<file path="config.mk">
export PLATFORM = sky130hd
export DESIGN_NAME = microwave_ctrl_v2
export DESIGN_NICKNAME = d
export VERILOG_FILES = /design/src/rtl/microwave_ctrl_v2.sv
export SDC_FILE = /design/constraint.sdc
export NUM_CORES = 1
export LEC_CHECK = 0
export BUFFER_PORTS_ARGS = -buffer_cell sky130_fd_sc_hd__buf_2
export CORE_MARGIN = 2
export CORE_UTILIZATION = 53
export CTS_BUF_LIST = sky130_fd_sc_hd__clkbuf_4 sky130_fd_sc_hd__clkbuf_8
export CTS_CLUSTER_DIAMETER = 50
export DETAILED_ROUTE_END_ITERATION = 16
export GPL_ROUTABILITY_DRIVEN = 0
export MAX_ROUTING_LAYER = met4
export PLACE_DENSITY = 0.78
export SETUP_SLACK_MARGIN = 0.05
export SLEW_MARGIN = 20
export SYNTH_ARGS = -nofsm -noshare
export SYNTH_HDL_FRONTEND = slang
export SYNTH_SLANG_ARGS = --single-unit
export TNS_END_PERCENT = 20
</file>
<file path="constraint.sdc">
create_clock -name clk -period 2.2 [get_ports clk]
set_clock_uncertainty 0.2 [all_clocks]
set_input_delay 0.11 -clock clk [delete_from_list [all_inputs] [get_ports clk]]
set_output_delay 0.11 -clock clk [all_outputs]
set_load 0.1 [all_outputs]
</file>
<file path="src/rtl/microwave_ctrl_v2.sv">
// Microwave controller: keypad shift-in time entry, BCD countdown driven by an
// internal 1 s tick divider, power-level duty cycling of the magnetron,
// pause/resume, quick-start and an end-of-cook beep, all under one FSM.
module microwave_ctrl_v2 #(
  parameter int TICK_DIV     = 100,
  parameter int MIN_DIGITS   = 1,
  parameter int POWER_WINDOW = 10,
  parameter int BEEP_TICKS   = 3,
  parameter int QUICK_SECS   = 30
) (
  input  logic                    clk,
  input  logic                    resetn,
  input  logic                    startn,
  input  logic                    stopn,
  input  logic                    clearn,
  input  logic                    door_closed,
  input  logic [9:0]              keypad,
  input  logic [3:0]              power_level,
  output logic [3:0]              sec_ones,
  output logic [3:0]              sec_tens,
  output logic [4*MIN_DIGITS-1:0] mins,
  output logic                    mag_on,
  output logic                    beep,
  output logic [2:0]              state
);

  localparam int MW = 4 * MIN_DIGITS;
  localparam int TW = (TICK_DIV > 1) ? $clog2(TICK_DIV) : 1;
  localparam int WW = (POWER_WINDOW > 1) ? $clog2(POWER_WINDOW) : 1;
  localparam int BW = $clog2(BEEP_TICKS + 1);

  typedef enum logic [2:0] {
    S_IDLE  = 3'd0,
    S_SET   = 3'd1,
    S_COOK  = 3'd2,
    S_PAUSE = 3'd3,
    S_DONE  = 3'd4
  } state_t;

  state_t          r_state, w_state_nxt;

  logic            r_startn_q, r_stopn_q, r_clearn_q;
  logic [9:0]      r_keypad_q;

  logic [3:0]      r_sec_ones, r_sec_tens;
  logic [MW-1:0]   r_mins;
  logic [3:0]      r_power;
  logic [TW-1:0]   r_tick_cnt;
  logic [WW-1:0]   r_window_cnt;
  logic [BW-1:0]   r_beep_cnt;

  logic            w_start_ev, w_stop_ev, w_clear_ev, w_key_ev;
  logic [3:0]      w_key_val;
  logic [MW-1:0]   w_shift_mins;
  logic            w_shift_zero;
  logic [3:0]      w_dec_ones, w_dec_tens;
  logic [MW-1:0]   w_dec_mins;
  logic            w_dec_zero;
  logic            w_tick_run, w_tick;
  logic [3:0]      w_power_eff;

  // Datapath commands issued by the next-state logic.
  logic            w_do_clear_time, w_do_quick, w_do_shift, w_do_dec;
  logic            w_cook_fresh, w_cook_resume, w_latch_power;
  logic            w_beep_clr, w_beep_inc;

  // Borrowing BCD decrement across all minute digits, LSD first.
  function automatic logic [MW-1:0] bcd_dec(input logic [MW-1:0] v);
    logic [MW-1:0] r;
    logic          borrow;
    r      = v;
    borrow = 1'b1;
    for (int i = 0; i < MIN_DIGITS; i++) begin
      if (borrow) begin
        if (r[4*i +: 4] == 4'd0) begin
          r[4*i +: 4] = 4'd9;
        end else begin
          r[4*i +: 4] = r[4*i +: 4] - 4'd1;
          borrow      = 1'b0;
        end
      end
    end
    return r;
  endfunction

  // Previous samples of buttons and keypad for edge detection.
  always_ff @(posedge clk or negedge resetn) begin
    if (!resetn) begin
      r_startn_q <= 1'b1;
      r_stopn_q  <= 1'b1;
      r_clearn_q <= 1'b1;
      r_keypad_q <= '0;
    end else begin
      r_startn_q <= startn;
      r_stopn_q  <= stopn;
      r_clearn_q <= clearn;
      r_keypad_q <= keypad;
    end
  end

  assign w_start_ev = r_startn_q & ~startn;
  assign w_stop_ev  = r_stopn_q  & ~stopn;
  assign w_clear_ev = r_clearn_q & ~clearn;
  assign w_key_ev   = (|keypad) & ~(|r_keypad_q);

  // Lowest set key index wins: scan downwards so the last hit is the lowest.
  always_comb begin
    // NOTE: every combinational output gets a default first so no path leaves it unassigned (which would infer a latch).
    w_key_val = 4'd0;
    for (int i = 9; i >= 0; i--) begin
      if (keypad[i]) w_key_val = 4'(i);
    end
  end

  // Shift-in and decrement candidates for the time digits.
  always_comb begin
    w_shift_mins = (r_mins << 4) | MW'(r_sec_tens);
    w_shift_zero = (w_key_val == 4'd0) && (r_sec_ones == 4'd0) && (w_shift_mins == '0);

    w_dec_ones = r_sec_ones;
    w_dec_tens = r_sec_tens;
    w_dec_mins = r_mins;
    if (r_sec_ones != 4'd0) begin
      w_dec_ones = r_sec_ones - 4'd1;
    end else begin
      w_dec_ones = 4'd9;
      if (r_sec_tens != 4'd0) begin
        w_dec_tens = r_sec_tens - 4'd1;
      end else begin
        w_dec_tens = 4'd5;
        w_dec_mins = bcd_dec(r_mins);
      end
    end
    w_dec_zero = (w_dec_ones == 4'd0) && (w_dec_tens == 4'd0) && (w_dec_mins == '0);
  end

  assign w_tick_run  = (r_state == S_COOK) || (r_state == S_DONE);
  assign w_tick      = w_tick_run && (r_tick_cnt == TW'(TICK_DIV - 1));
  assign w_power_eff = ((power_level == 4'd0) || (power_level > 4'd10)) ? 4'd10 : power_level;

  // State register.
  always_ff @(posedge clk or negedge resetn) begin
    // NOTE: sequential state uses non-blocking (<=) so all flops update together from pre-edge values.
    if (!resetn) r_state <= S_IDLE;
    else         r_state <= w_state_nxt;
  end

  // Next-state logic; event priority is clear > stop > start > key.
  always_comb begin
    w_state_nxt     = r_state;
    w_do_clear_time = 1'b0;
    w_do_quick      = 1'b0;
    w_do_shift      = 1'b0;
    w_do_dec        = 1'b0;
    w_cook_fresh    = 1'b0;
    w_cook_resume   = 1'b0;
    w_latch_power   = 1'b0;
    w_beep_clr      = 1'b0;
    w_beep_inc      = 1'b0;
    case (r_state)
      S_IDLE, S_SET: begin
        if (w_clear_ev) begin
          w_state_nxt     = S_IDLE;
          w_do_clear_time = 1'b1;
        end else if (w_stop_ev) begin
          // Stop does nothing here, but it still outranks start and keys.
        end else if (w_start_ev) begin
          if (door_closed) begin
            w_do_quick    = (r_state == S_IDLE);
            w_latch_power = 1'b1;
            w_cook_fresh  = 1'b1;
            w_state_nxt   = S_COOK;
          end
        end else if (w_key_ev) begin
          w_do_shift  = 1'b1;
          w_state_nxt = w_shift_zero ? S_IDLE : S_SET;
        end
      end
      S_COOK: begin
        if (w_clear_ev) begin
          w_state_nxt     = S_IDLE;
          w_do_clear_time = 1'b1;
        end else if (w_stop_ev || !door_closed) begin
          w_state_nxt = S_PAUSE;
        end else if (w_tick) begin
          w_do_dec = 1'b1;
          if (w_dec_zero) begin
            w_state_nxt = S_DONE;
            w_beep_clr  = 1'b1;
          end
        end
      end
      S_PAUSE: begin
        if (w_clear_ev || w_stop_ev) begin
          w_state_nxt     = S_IDLE;
          w_do_clear_time = 1'b1;
        end else if (w_start_ev && door_closed) begin
          w_cook_resume = 1'b1;
          w_state_nxt   = S_COOK;
        end
      end
      S_DONE: begin
        if (w_clear_ev || w_stop_ev || w_start_ev || !door_closed) begin
          w_state_nxt     = S_IDLE;
          w_do_clear_time = 1'b1;
        end else if (w_tick) begin
          if (r_beep_cnt == BW'(BEEP_TICKS - 1)) begin
            w_state_nxt = S_IDLE;
          end else begin
            w_beep_inc = 1'b1;
          end
        end
      end
      default: begin
        w_state_nxt     = S_IDLE;
        w_do_clear_time = 1'b1;
      end
    endcase
  end

  // Time digits, latched power and the tick / window / beep counters.
  always_ff @(posedge clk or negedge resetn) begin
    if (!resetn) begin
      r_sec_ones   <= 4'd0;
      r_sec_tens   <= 4'd0;
      r_mins       <= '0;
      r_power      <= 4'd0;
      r_tick_cnt   <= '0;
      r_window_cnt <= '0;
      r_beep_cnt   <= '0;
    end else begin
      if (w_do_clear_time) begin
        r_sec_ones <= 4'd0;
        r_sec_tens <= 4'd0;
        r_mins     <= '0;
      end else if (w_do_quick) begin
        r_sec_ones <= 4'(QUICK_SECS % 10);
        r_sec_tens <= 4'(QUICK_SECS / 10);
        r_mins     <= '0;
      end else if (w_do_shift) begin
        r_sec_ones <= w_key_val;
        r_sec_tens <= r_sec_ones;
        r_mins     <= w_shift_mins;
      end else if (w_do_dec) begin
        r_sec_ones <= w_dec_ones;
        r_sec_tens <= w_dec_tens;
        r_mins     <= w_dec_mins;
      end

      if (w_latch_power) r_power <= w_power_eff;

      if (w_cook_fresh || w_cook_resume) begin
        r_tick_cnt <= '0;
      end else if (w_tick_run) begin
        r_tick_cnt <= w_tick ? '0 : r_tick_cnt + TW'(1);
      end

      // Window position survives a pause so the duty pattern continues.
      if (w_cook_fresh) begin
        r_window_cnt <= '0;
      end else if (w_do_dec) begin
        r_window_cnt <= (r_window_cnt == WW'(POWER_WINDOW - 1)) ? '0 : r_window_cnt + WW'(1);
      end

      if (w_beep_clr)      r_beep_cnt <= '0;
      else if (w_beep_inc) r_beep_cnt <= r_beep_cnt + BW'(1);
    end
  end

  // Outputs; mag_on follows door_closed combinationally so it drops at once.
  always_comb begin
    mag_on = 1'b0;
    beep   = 1'b0;
    if (r_state == S_COOK) begin
      mag_on = door_closed && (8'(r_window_cnt) < 8'(r_power));
    end
    if (r_state == S_DONE) begin
      beep = 1'b1;
    end
  end

  assign sec_ones = r_sec_ones;
  assign sec_tens = r_sec_tens;
  assign mins     = r_mins;
  assign state    = r_state;

endmodule

</file>
### Word level (Yosys, flattened, before mapping)

Index checks and enable logic that the tools add are counted.

| storage, ports and cells | value |
|---|---|
| flip-flop bits (word level) | 45 |
| bits of input ports | 20 |
| logic and storage cells | 168 |

| cells by class | value |
|---|---|
| $add $sub $neg | 6 |
| order comparisons | 2 |
| equality and inequality tests | 15 |
| mux-type cells | 90 |
| bitwise logic cells | 8 |
| reductions and logical operators | 35 |

Operators by type and width:

| cell | count |
|---|---|
| $mux 4 | 32 |
| $mux 3 | 14 |
| $mux 1 | 37 |
| $logic_not 4->1 | 8 |
| $mux 7 | 3 |
| $reduce_or 10->1 | 2 |
| $ne 4x4->1 const B | 4 |
| $ne 3x3->1 const B | 4 |
| $pmux 3 s4 | 1 |
| $reduce_bool 4->1 | 3 |
| $sub 4x1->4 const B | 3 |
| $reduce_and 8->1 | 1 |
| $add 7x1->7 const B | 1 |
| $eq 7x7->1 const B | 1 |
| $logic_and 1x1->1 | 7 |
| $logic_or 1x1->1 | 7 |
| $eq 3x2->1 const B | 2 |
| $reduce_bool 2->1 | 3 |
| $add 4x1->4 const B | 1 |
| $and 1x1->1 | 4 |
| $eq 4x4->1 const B | 1 |
| $gt 4x4->1 const B | 1 |
| $lt 4x4->1 | 1 |
| $mux 2 | 2 |
| other kinds (10) | 13 |

### Longest topological paths before layout

| logic depth | value |
|---|---|
| depth in word-level cells | 19 |
| gate-level depth with buffers | 8 |
| mapped depth without buffers | 7 |

### Least setup slack after synthesis

Ideal clock, no wire load.

| timing | value |
|---|---|
| path kind | register to register |
| start point | reg r_state[2] (netlist: state[2]) |
| end point | reg r_sec_tens[1] (netlist: sec_tens[1]) |
| setup time | 0.121 ns |
| arrival time | 2.550 ns |
| data required time | 1.879 ns |
| path slack | -0.671 ns |
| cell stages (with the launch flop) | 9 |
| buffers on the path | 2 |
| clock period less this slack | 2.871 ns |
| path through | dfrtp_1 buf_2 or3b_1 nor2_1 a21oi_1 nor3_1 buf_2 a211oi_1 a22o_1 |

| on the way | value |
|---|---|
| longest elaborated chain between the ends | 8 |
| elaborated cells on any way between the ends | 24 |
| those cells by class | 4 x eq/ne; 14 x mux; 6 x reduce/logical |

Ends and longest elaborated chain:

| what | line | text |
|---|---|---|
| start, declared | 40 | `state_t r_state, w_state_nxt;` |
| start signal, assigned | 145 | `else r_state <= w_state_nxt;` |
| $logic_not 3->1 (tied with other cells) | 160, 169 |  |
| $mux 1 or $logic_or 1x1->1 (tied branches) | 168, 137 |  |
| $mux 1 or $logic_and 1x1->1 (tied branches) | 167, 138 |  |
| $mux 1, on equally long branches | 165, 185 |  |
| $mux 1, on equally long branches | 162, 183 |  |
| $mux 1, on equally long branches | 160, 180 |  |
| $mux 4 or $mux 1 (tied branches) | 236, 160 |  |
| $mux 4 or $reduce_bool 4->1 (tied branches) | - |  |
| end signal, assigned | 238 | `r_sec_tens <= 4'(QUICK_SECS / 10);` |
| end signal, assigned | 242 | `r_sec_tens <= r_sec_ones;` |
| end signal, assigned | 246 | `r_sec_tens <= w_dec_tens;` |
| end, declared | 45 | `logic [3:0] r_sec_ones, r_sec_tens;` |

Parallel ways exist; a longest one is shown, timed or not.
A chain may end at the register's enable or synchronous reset.

### Worst setup path after layout

| timing | value |
|---|---|
| start point | reg r_state[2] (netlist: state[2]) |
| end point | reg r_sec_ones[3] (netlist: sec_ones[3]) |

| on the way | value |
|---|---|
| longest elaborated chain between the ends | 8 |
| elaborated cells on any way between the ends | 24 |
| those cells by class | 4 x eq/ne; 14 x mux; 6 x reduce/logical |

Ends and longest elaborated chain:

| what | line | text |
|---|---|---|
| $logic_not 3->1 (tied with other cells) | 160, 169 |  |
| $mux 1 or $logic_or 1x1->1 (tied branches) | 168, 137 |  |
| $mux 1 or $logic_and 1x1->1 (tied branches) | 167, 138 |  |
| $mux 1, on equally long branches | 165, 185 |  |
| $mux 1, on equally long branches | 162, 183 |  |
| $mux 1, on equally long branches | 160, 180 |  |
| $mux 4 or $mux 1 (tied branches) | 236, 160 |  |
| $mux 4 or $reduce_bool 4->1 (tied branches) | - |  |
| end signal, assigned | 237 | `r_sec_ones <= 4'(QUICK_SECS % 10);` |
| end signal, assigned | 241 | `r_sec_ones <= w_key_val;` |
| end signal, assigned | 245 | `r_sec_ones <= w_dec_ones;` |
| end, declared | 45 |  |

Parallel ways exist; a longest one is shown, timed or not.

==> impl.org <==
** STA
- Fin. max-slew vios :: 0
- Final count of negative-setup-slack endpoints :: 7
- Min Clock Period, post-route :: 2.264 ns
- Final-layout setup total negative slack :: -0.2917 ns
- Unrepaired setup endpoints after global routing :: true
- Timing would allow up to 441.8 MHz.
- Relative slew slack :: 42.33%
- The final critical path takes up 102.9% of the cycle.
- Worst-margin pin slew :: 0.8650 ns
- Worst setup slack after layout :: -0.06360 ns
- The hold violation total from the final report is 0.

** Floorplanning
- Once the floorplan was initialized, standard cells occupied 54.17% of the core.
- In this run the vertical extent of the chip is 73.02 microns.
- Total I/O pin count :: 37
- Die Wd :: 73.02 microns
- The die covers 5332 sq um.
- CORE AREA :: 4661 sq um
- After floorplanning, the core was divided into 25 placement rows.

** Placed design
- Total placed instance area :: 3194 sq um
- At the placement stage, the worst setup path has a slack of -0.1174 ns.
- After legalization and detailed placement, the total HPWL measured 4.758 mm.
- In this run, placement finished with an instance count of 404.
- Total of buffers placed on input and output ports :: 36

** Synth
- When the netlist entered floorplanning its net count stood at 293.
- Yosys cell types :: 58
- The Yosys step of the flow raised 0 warnings.
- After synthesis, the largest area contributor takes up 41.63% of total cell area.
- For this run, the register share of the synthesized area comes to 44.75%.
- XOR/XNOR Fraction of Synth Area :: 2.428%
- Proportion of synthesized flip-flops having asynchronous set or reset :: 100.0%
- Of the total synthesized cell area, the portion taken by AND, OR, NAND and NOR gates is 26.66%.
- In the post-synthesis netlist, the biggest area contributors are dfrtp_1 42%, o21ai_0 3.6%, nor2_1 3.6%.
- Mux share of post-synthesis cell area :: 0.4460%
- The synthesized design contains 0 enable-type register cells.
- For this run, the leading register cell type out of synthesis is dfrtp_1.
- Main combinational cell family by area after synthesis :: simple AND/OR/NAND/NOR gates
- The cell area that synthesis handed to floorplanning was 2525 sq um.
- Cell type with the largest total area after synthesis :: dfrtp_1
- Arithmetic-cell share of the synthesized area counting full adders, half adders and majority gates :: 2.478%
- Counting every instance in the synthesized netlist gives 268.
- Mean instance size in the synthesized netlist :: 9.421 sq um
- Flop and latch count out of synthesis :: 45
- Compound-cell area share of the yosys netlist :: 20.07%
- Cell types with the highest counts after synthesis :: 42 x dfrtp_1, 24 x nor2_1, 18 x o21ai_0
- Most repeated cell in the gate-level netlist after synthesis :: dfrtp_1

** Worst setup path
- STA classifies the critical path endpoint as a flop.
- The worst setup path is launched from a flop.
- Data on the critical path arrives at its endpoint at 2.24 ns.
- The worst setup path is of the reg -> reg kind.
- Required @ worst endpoint :: 2.18 ns
- CP Max Fanout :: 5

** Power
- VDD sags by at most 0.0006131 V.
- Overall power of the completed layout :: 0.003201 W
- In this run the static leakage power is 1.682 nW.
- PD cells :: 868.9 nW/um^2

** Detailed routing
- Violation count after the first detailed-routing iteration :: 235
- The detail route stage leaves a number of antenna-violating nets equal to 0.
- Via total after detailed routing :: 2631
- The routed design has 7.487 mm of wire.
- Using the TritonRoute via totals, the vias-per-cell ratio works out to 6.048.
- The first TritonRoute pass finished after 5 iterations.
- For this run, design rule violations remaining after detail routing come to 0.
- After detailed routing, the average wire length per cell comes to 17.21 microns.

** CTS
- The tree is rooted in a clkbuf_8.
- Clock tree from TritonCTS :: done
- Counting the buffers created by CTS gives 5.
- H-tree lvl count :: 2
- Clock-pin slew was measured on the worst setup and hold paths at 0.09 ns.
- Counting every sink on the clock net gives 45.
- Clock insertion delay at the later pin of the skew report :: 0.30 ns
- No sink is reached through more buffers than the 2 on the longest clock path.

** Global routing
- All-layer global routing usage :: 28.80%
- The first global-routing pass estimated 11.63 mm of wire.
- Overall overflow remaining after global route :: 0
- Number of antenna violations at the first check in global routing :: 0
- Pin count of the biggest net entering global routing :: 39
- The number of global-route vias before repair was 2489.

** Cells and area
- Total area of sequential cells :: 1149 sq um
- Number of diodes added for antenna fixing :: 0
- Total Nets Final :: 405
- Post-layout instance count excluding filler cells :: 435
- Cells with a size suffix above 1 make up 41.21% of the layout.
- Footprint of the multi-input gates :: 1491 sq um
- Final design instance area without fill :: 3684 sq um
- Fill cells in the final layout number 278.
- Area delta synth->final :: 45.89%

** Flow run
- The tool flagged a number of max-cap violations equal to 0.

** Status
- Failing checks :: negative setup slack
- Status :: finished with violations

** Worst hold path
- In this run the worst hold path is classified as in -> reg.
kinds of logic after synthesis:
kind of cell    Yosys count
simple gates            116
compound gates           74
flops                    45
buf+inv                  20
xor+xnor                  7
fa+ha+maj                 5
mux                       1
flip-flops by register name, indices dropped and copies added (netlist names), 3 cells and up:
register and flops:
sec_ones 4, state 3, mins 4, r_window_cnt 4, r_keypad_q 10, sec_tens 4, r_power 4, r_tick_cnt 7
report_power, final:
part           internal (W)  total [W]  switching (W)  leakage [nW]
registers          0.000981    0.00107      0.0000875         0.549
clock network      0.000226   0.000524       0.000298        0.0445
logic              0.000670    0.00161       0.000938          1.09
total               0.00188    0.00320        0.00132          1.68
worst paths after layout:
check / from / to / slack, ns / cells past startpoint
max: state[2]$_DFFE_PN0P_ / sec_ones[3]$_DFFE_PN0P_ / -0.06 / 8
min: keypad[0] / sec_ones[1]$_DFFE_PN0P_ / 0.05 / 4
max reg2reg: state[2]$_DFFE_PN0P_ / sec_ones[3]$_DFFE_PN0P_ / -0.06 / 8
min reg2reg: r_power[0]$_DFFE_PN0P_ / r_power[0]$_DFFE_PN0P_ / 0.29 / 2
max in group asynchronous: resetn / sec_tens[0]$_DFFE_PN0P_ / 0.88 / 3
min in group asynchronous: resetn / r_tick_cnt[1]$_DFFE_PN0P_ / 0.26 / 2
stage by stage:
step / hold slack, ns / util (%)
after floorplan: -0.3856 / -
after global placement: 0.02890 / 68.54
after detailed placement: 0.03089 / 68.54
after CTS: 0.01497 / 75.95
after global routing: 0.09410 / 79.03
final: 0.04863 / 79.03
what timing repair did:
action                                  4_1_cts  5_1_grt
gates cloned                                  0        1
endpoints found under the setup margin       18       25
endpoints found under the hold margin        51        0
gates resized for setup                      14       36
hold buffers                                 18        0
buffers inserted                              3        1
pin swaps                                     1        6
worst max-delay path, cell delays in order (launching register included):
cell       delay (ns)
dfrtp_4          0.50
buf_4            0.16
nor2_2           0.18
nand3_2          0.11
nor3_2           0.26
nor3_2           0.10
buf_4            0.17
o2bb2ai_1        0.13
a221o_1          0.32
cells in the final DEF (no fill, tap or decap), types with 3 or more instances in the layout:
cell type / count
buf_4: 53
buf_2: 35
dfrtp_1: 33
nor2_1: 21
dlygate4sd3_1: 18
nand3_1: 13
o21ai_0: 13
inv_1: 12
nand2_1: 10
a21oi_1: 10
nor2b_1: 7
nor3_1: 7
nand2b_1: 6
buf_6: 6
dfrtp_2: 6
o21ai_1: 5
xnor2_1: 5
ha_1: 5
clkbuf_8: 5
a21oi_2: 4
nor4_1: 4
nor3_2: 4
a22o_1: 4
a221o_1: 4
a22oi_1: 4
or3_1: 4
or2_2: 3
nor2_4: 3
o31ai_1: 3
a21o_1: 3
o21a_1: 3
dfstp_2: 3
dfrtp_4: 3
routing by layer:
layer | GRT usage [%] | share of wire (%) | vias up
li1 | - | - | 1225
met1 | 36.83 | 41 | 1274
met2 | 47.35 | 51 | 110
met3 | 4.972 | 5.6 | 22
met4 | 7.613 | 1.8 | 0
met5 | - | 0 | -
area by class of cell:
class,instances,share of cell area (%)
multi-input cells,203,40.49
clock inverters,3,0.5774
well taps,54,1.834
flip-flops and latches,45,31.18
clock buffers,5,1.868
repair buffers,113,22.83
inverters,12,1.223
(Power assumes the default switching activity.)
